File: config.mk
export PLATFORM = sky130hd
export DESIGN_NAME = uart_rx
export DESIGN_NICKNAME = d
export VERILOG_FILES = /design/src/rtl/uart_rx.sv
export SDC_FILE = /design/constraint.sdc
export NUM_CORES = 1
export LEC_CHECK = 0
export BUFFER_PORTS_ARGS = -buffer_cell sky130_fd_sc_hd__buf_2
export CELL_PAD_IN_SITES_DETAIL_PLACEMENT = 0
export CELL_PAD_IN_SITES_GLOBAL_PLACEMENT = 1
export CORE_MARGIN = 2
export CORE_UTILIZATION = 40
export DETAILED_ROUTE_END_ITERATION = 12
export PLACE_DENSITY_LB_ADDON = 0.15
export SYNTH_ARGS = -nofsm -noshare
export SYNTH_HDL_FRONTEND = slang
export SYNTH_SLANG_ARGS = --single-unit
File: constraint.sdc
create_clock -name clock -period 1.5 [get_ports clock]
set_input_delay 0.075 -clock clock [delete_from_list [all_inputs] [get_ports clock]]
set_output_delay 0.075 -clock clock [all_outputs]
set_load 0.01 [all_outputs]
File: src/rtl/uart_rx.sv
// 8N1 UART receiver: two-flop line synchronizer, mid-bit sampling, glitch-start
// rejection, and one-cycle data_ready / framing_error pulses.
module uart_rx #(
  parameter int unsigned CLOCKS_PER_BIT = 87
) (
  input  logic       clock,
  input  logic       reset,
  input  logic       serial_in,
  output logic [7:0] received_data,
  output logic       data_ready,
  output logic       framing_error,
  output logic       is_receiving
);

  localparam logic [7:0] HALF     = 8'((CLOCKS_PER_BIT - 1) / 2);
  localparam logic [7:0] BIT_LAST = 8'(CLOCKS_PER_BIT - 1);

  typedef enum logic [2:0] {
    IDLE,
    START_BIT,
    DATA_BITS,
    STOP_BIT,
    CLEANUP
  } state_t;

  state_t     state;
  logic [7:0] counter;
  logic [2:0] index;
  logic [7:0] shift;
  logic       sync_meta;
  logic       rx_sync;

  // Synchronizer presets to the idle (high) line level.
  always_ff @(posedge clock) begin
    if (reset) begin
      sync_meta <= 1'b1;
      rx_sync   <= 1'b1;
    end else begin
      sync_meta <= serial_in;
      rx_sync   <= sync_meta;
    end
  end

  always_ff @(posedge clock) begin
    if (reset) begin
      state         <= IDLE;
      counter       <= '0;
      index         <= '0;
      shift         <= '0;
      received_data <= '0;
      data_ready    <= 1'b0;
      framing_error <= 1'b0;
      is_receiving  <= 1'b0;
    end else begin
      data_ready    <= 1'b0;
      framing_error <= 1'b0;
      case (state)
        IDLE: begin
          counter      <= '0;
          index        <= '0;
          is_receiving <= 1'b0;
          if (!rx_sync) begin
            state        <= START_BIT;
            is_receiving <= 1'b1;
          end
        end
        START_BIT: begin
          if (counter < HALF) begin
            counter <= counter + 8'd1;
          end else begin
            counter <= '0;
            if (!rx_sync) begin
              state <= DATA_BITS;
            end else begin
              state        <= IDLE;
              is_receiving <= 1'b0;
            end
          end
        end
        DATA_BITS: begin
          if (counter < BIT_LAST) begin
            counter <= counter + 8'd1;
          end else begin
            counter       <= '0;
            shift[index]  <= rx_sync;
            if (index != 3'd7) begin
              index <= index + 3'd1;
            end else begin
              index <= '0;
              state <= STOP_BIT;
            end
          end
        end
        STOP_BIT: begin
          if (counter < BIT_LAST) begin
            counter <= counter + 8'd1;
          end else begin
            counter      <= '0;
            is_receiving <= 1'b0;
            state        <= CLEANUP;
            if (rx_sync) begin
              received_data <= shift;
              data_ready    <= 1'b1;
            end else begin
              framing_error <= 1'b1;
            end
          end
        end
        CLEANUP: begin
          // Waiting for a high line keeps a held-low break from re-triggering.
          counter <= '0;
          if (rx_sync) begin
            state <= IDLE;
          end
        end
        default: begin
          state        <= IDLE;
          counter      <= '0;
          index        <= '0;
          is_receiving <= 1'b0;
        end
      endcase
    end
  end

endmodule
Yosys cells after proc, flatten, opt, wreduce, memory -nomap -nowiden. Index checks and enable logic that the tools add are counted.

Latch bits: 0. Memories: 0. Bits in writable memories: 0. Output and inout bits: 11. Register bits: 35. Logic and storage cells: 66. ROM bits: 0. Bits of input ports: 3.

Order comparisons: 4. Multipliers: 0. Shift-type cells: 0. Divide/modulo/power cells: 0. Muxes and demuxes: 23. Equality and inequality tests: 12. Add/sub/neg operators: 2. Bitwise operators: 4. Reductions and logical operators: 11.

Operator list (number): $mux 3 (8); $mux 8 (2); $pmux 8 s2 (1); $pmux 3 s5 (1); $ne 2x2->1 const B (7); $add 8x1->8 const B (1); $bwmux 8 (1); $lt 8x6->1 const B (1); $lt 8x7->1 const B (1); $eq 3x2->1 const B (2); $mux 1 (6); $pmux 3 s2 (1); $reduce_and 6->1 (1); $reduce_or 3->1 (2); $lt 3x4->1 const B (1); $not 1->1 (4); $pmux 1 s4 (1); $reduce_and 2->1 (2); $reduce_and 4->1 (1); $reduce_or 2->1 (2); $add 3x1->3 const B (1); $demux 1 s3 (1); $eq 3x1->1 const B (1); $eq 3x3->1 const B (1); 6 further kinds (6).

Logic depth before layout (Yosys ltp).
Depth in word-level cells: 5. Mapped depth: 7. Mapped depth without buffers: 7.

Worst setup path before layout. No wires, ideal clock.

Path type: register to register. From: register counter[0]. To: register counter[2]. Buffers on the path: 0. Setup time: 65 ps. Stages on the path, launching flop included: 7. Data required time: 1435 ps. Data arrival time: 1512 ps. Path slack: -77 ps. Clock period less this slack: 1577 ps. Path through: dfxtp_1 -> ha_1 -> o21a_1 -> o21ai_0 -> nand2_1 -> a2111o_1 -> nor2_1.

Cells in the longest elaborated chain, start to end: 3. Elaborated cells between the ends (all ways): 6. Classes of those cells: 1 x add/sub; 2 x order compare; 3 x mux.

Ends and longest elaborated chain: start, declared (line 27) `logic [7:0] counter;`; start signal, assigned (line 69) `counter <= counter + 8'd1;`; start signal, assigned (line 82) `counter <= counter + 8'd1;`; start signal, assigned (line 96) `counter <= counter + 8'd1;`; $add 8x1->8, or another cell as far along (line 69, 82, 96); $mux 8, on equally long branches (line 81, 95, 68); $pmux 8 s2 (*) (line 57) `case (state)`.

Mark *: on every way between the ends. The rest lies on a longest branch, timed or not. A chain may end at the register's enable or synchronous reset.

Final worst setup path.
From: register counter[6]. To: register is_receiving.

Cells in the longest elaborated chain, start to end: 3. Elaborated cells between the ends (all ways): 5. Classes of those cells: 2 x order compare; 2 x eq/ne; 1 x reduce/logical.

Ends and longest elaborated chain: $lt 8x7->1 / $lt 8x6->1 (equally long branches) (line 95, 68); $ne 2x2->1 (no source line); $reduce_and 4->1 (no source line) (*); end signal, assigned (line 76) `is_receiving <= 1'b0;`; end signal, assigned (line 99) `is_receiving <= 1'b0;`; end signal, assigned (line 120) `is_receiving <= 1'b0;`; end, declared (line 12) `output logic is_receiving`.

Marks and branches as above.

==> qor.csv <==
stage,metric,value,unit
grt,grt_antenna_before_repair,0,
placement,dp_cells,247,
floorplanning,rows,22,
final_layout,n_antenna_cell,0,
final_layout,final_core_utilization,59.6,%
power,p_comb_share,6.4,%
yosys,synth_top_area_share,45.9,%
grt,grt_usage,18.8,%
yosys,synth.area.top_cells,"dfxtp_1 (46%), mux2i_1 (8.5%), nor2_1 (7.1%)",
detailed_routing,drc,0,
timing,fin_skew,0.00798,ns
yosys,synth-seq-area-share,45.9,%
placement,routabilityCongestion,0.818,
yosys,synth.cell_area,0.00153,mm²
timing,whs,0.110,ns
final_layout,filler_cell_count,347,
final_layout,layout_common_cells,"buf_4 (36), nor2_1 (28), dfxtp_1 (25)",
clock_tree,cts_sinks,35,
detailed_routing,vias,1352,
clock_tree,root_buffer,clkbuf_8,
worst_setup_path,cp-start-kind,register,
floorplanning,core-area,0.00366,mm²
worst_setup_path,reg2regPathDepth,6,
detailed_routing,initialDrtViolationCount,114,
final_layout,drive_above_1_share,47.0,%
worst_hold_path,hold_class,in2reg,
grt,grt_pass1_wl,6070,µm
worst_setup_path,crit_fanout,3,
worst_setup_path,critPathCaptureType,register,
grt,grt_max_degree,19,
detailed_routing,detail_route.vias_per_cell,5.14,
power,power.density,799,mW/mm²
grt,grt_pass1_vias,1318,
run_status,violations,negative setup slack,
floorplanning,die_area,0.00433,mm²
clock_tree,clk_pin_slew_worst_paths,0.07,ns
power,worst_ir_drop_vdd,0.463,mV
power,p_seq_share,53.9,%
timing,max_freq,624,MHz
clock_tree,clk_latency,0.29,ns
yosys,synth_top_cell_by_area,dfxtp_1,
clock_tree,numCtsBuffers,5,
yosys,ys_warn_count,0,
timing,fin_crit_sh,107,%
timing,setup_slack,-0.102,ns
worst_setup_path,r2r-start,counter[6],
final_layout,regArea,716,µm²
worst_hold_path,hold_depth,2,
timing,rsz0062_at_grt,true,
worst_hold_path,whs_endpoint,state[2],
timing,setup_viol,13,
timing,slew_violations,0,
clock_tree,h-tree-depth,2,
worst_setup_path,worstSetupPathType,reg2reg,
power,clkPwrFrac,39.7,%
floorplanning,initial_core_util,41.7,%
yosys,ys_ff_latch,35,
yosys,syn_nets,166,
grt,overflow,0,
final_layout,area_growth_syn_to_layout,42.8,%
worst_setup_path,r2r_slack,-0.10,ns
flow_run,drv_cap,0,
yosys,syn_inst,160,
power,p_int,1.32,mW
detailed_routing,wire_per_inst,13.7,µm
yosys,syn_area_per_cell,9.55,µm²
detailed_routing,drt-total-wl,3610,µm
clock_tree,cts_max_path_buffers,2,
power,p_total,1.74,mW
floorplanning,ioPinCount,14,
clock_tree,cts_tree,built,
floorplanning,die_h,65.8,µm
detailed_routing,drtAntennaViolNets,0,
worst_hold_path,hp-start,reset,
worst_setup_path,crit_required,1.69,ns
detailed_routing,drt_first_pass_iters,4,
power,p_leak,0.893,nW
power,sw_frac_of_total,24.3,%
power,netSwitchingPower,0.423,mW
final_layout,multi_input_comb_area,890,µm²
floorplanning,dieWidth,65.8,µm
final_layout,final_nets,220,
worst_setup_path,cp_data_arrival_time,1.79,ns
worst_setup_path,r2r-end,is_receiving,
placement,portBuffers,13,
final_layout,layout.cells.most_common,buf_4,
run_status,outcome,finished with violations,
timing,fin_crit,1.60,ns
timing,finalHoldViolCount,0,
final_layout,finalNonFillerCells,263,
placement,dpl.hpwl,2410,µm
yosys,synth.distinct_cells,39,
[through the flow]
step	setup TNS (ns)	worst slack, ns	instance area, µm²
detailed placement	-0.661	-0.0937	1880
CTS	-0.448	-0.0763	2120
floorplan	-0.0359	-0.00469	1550
finish	-0.640	-0.102	2180
global route	-2.87	-0.182	2180
global placement	-0.241	-0.0702	1880
[cell usage after synthesis (all sizes together)]
library cell / count
nor2b: 2
buf: 4
ha: 3
nor4: 2
a41o: 1
a21bo: 3
o2111ai: 1
nor2: 29
xor2: 2
inv: 3
clkbuf: 4
nand3: 5
a22oi: 2
dfxtp: 35
or2: 3
a211oi: 2
nor3: 4
xnor2: 3
nand2: 9
o21a: 1
o21ai: 2
a21oi: 7
o31a: 1
and3: 4
o311a: 1
conb: 1
nand4: 3
o31ai: 1
nand2b: 1
a32o: 5
nor4b: 2
mux2i: 13
a2111o: 1
[routing by layer]
| layer | track usage [%] | vias to the layer above | wire (µm) |
|---|---|---|---|
| li1 | - | 673 | - |
| met1 | 22.6 | 639 | 1610 |
| met2 | 30.8 | 35 | 1790 |
| met3 | 4.60 | 5 | 139 |
| met4 | 10.2 | 0 | 68 |
| met5 | 0 | - | 0 |
[critical path, stage by stage, from the launching register on]
cell and delay, ns:
dfxtp_2 0.36, nand2_2 0.06, o31a_1 0.32, buf_4 0.15, a22oi_2 0.19, o2111ai_2 0.15, a32o_1 0.27
[final cells by class]
cell class | instances | share of cell area (%)
multi-input combinational | 114 | 40.8
sequential | 35 | 32.8
timing repair buffer | 55 | 18.8
clock buffer | 5 | 3.16
tap | 48 | 2.75
clock inverter | 3 | 1.15
inverter | 3 | 0.516
[how the worst max path moves through the flow]
stage,from,end,slack (ns)
6_report,counter[6],is_receiving,-0.10
4_1_cts,counter[6],is_receiving,-0.08
3_3_place_gp,counter[1],shift[7],-0.07
5_1_grt,counter[1],counter[1],-0.18
3_5_place_dp,counter[1],shift[7],-0.09
2_1_floorplan,state[2],received_data[0],-0.005
[cells by family after synthesis]
logic type | Yosys count | share of synthesized area (%)
AOI/OAI and AO/OA | 28 | 15.2
xor gates and xnor gates | 5 | 2.87
adders and majority gates | 3 | 2.46
buffers and inverters | 11 | 3.52
DFF | 35 | 45.9
muxes | 13 | 8.52
other | 1 | 0.245
and+or+nand+nor | 64 | 21.3
[flip-flops by register name (all words and copies together) (netlist names)]
register	flops
counter	8
sync_meta	1
state	3
data_ready	1
rx_sync	1
received_data	8
index	3
framing_error	1
shift	8
is_receiving	1
[power groups by stage]
stage          clock (mW)  sequential (mW)  combinational (mW)
2_1_floorplan           0            0.962              0.0490
3_3_place_gp            0            0.961              0.0864
3_5_place_dp            0            0.961              0.0864
4_1_cts             0.723            0.940               0.106
5_1_grt             0.765            0.939               0.122
6_report            0.692            0.939               0.112
[repair_timing]
item,4_1_cts,5_1_grt
endpoints found under the hold margin,1,0
resized for setup,18,9
pin swaps,12,7
cloned,0,0
setup buffers,5,2
hold buffers,1,0
setup endpoints to repair,19,29
Note: power is estimated with default switching activity, not from simulation.
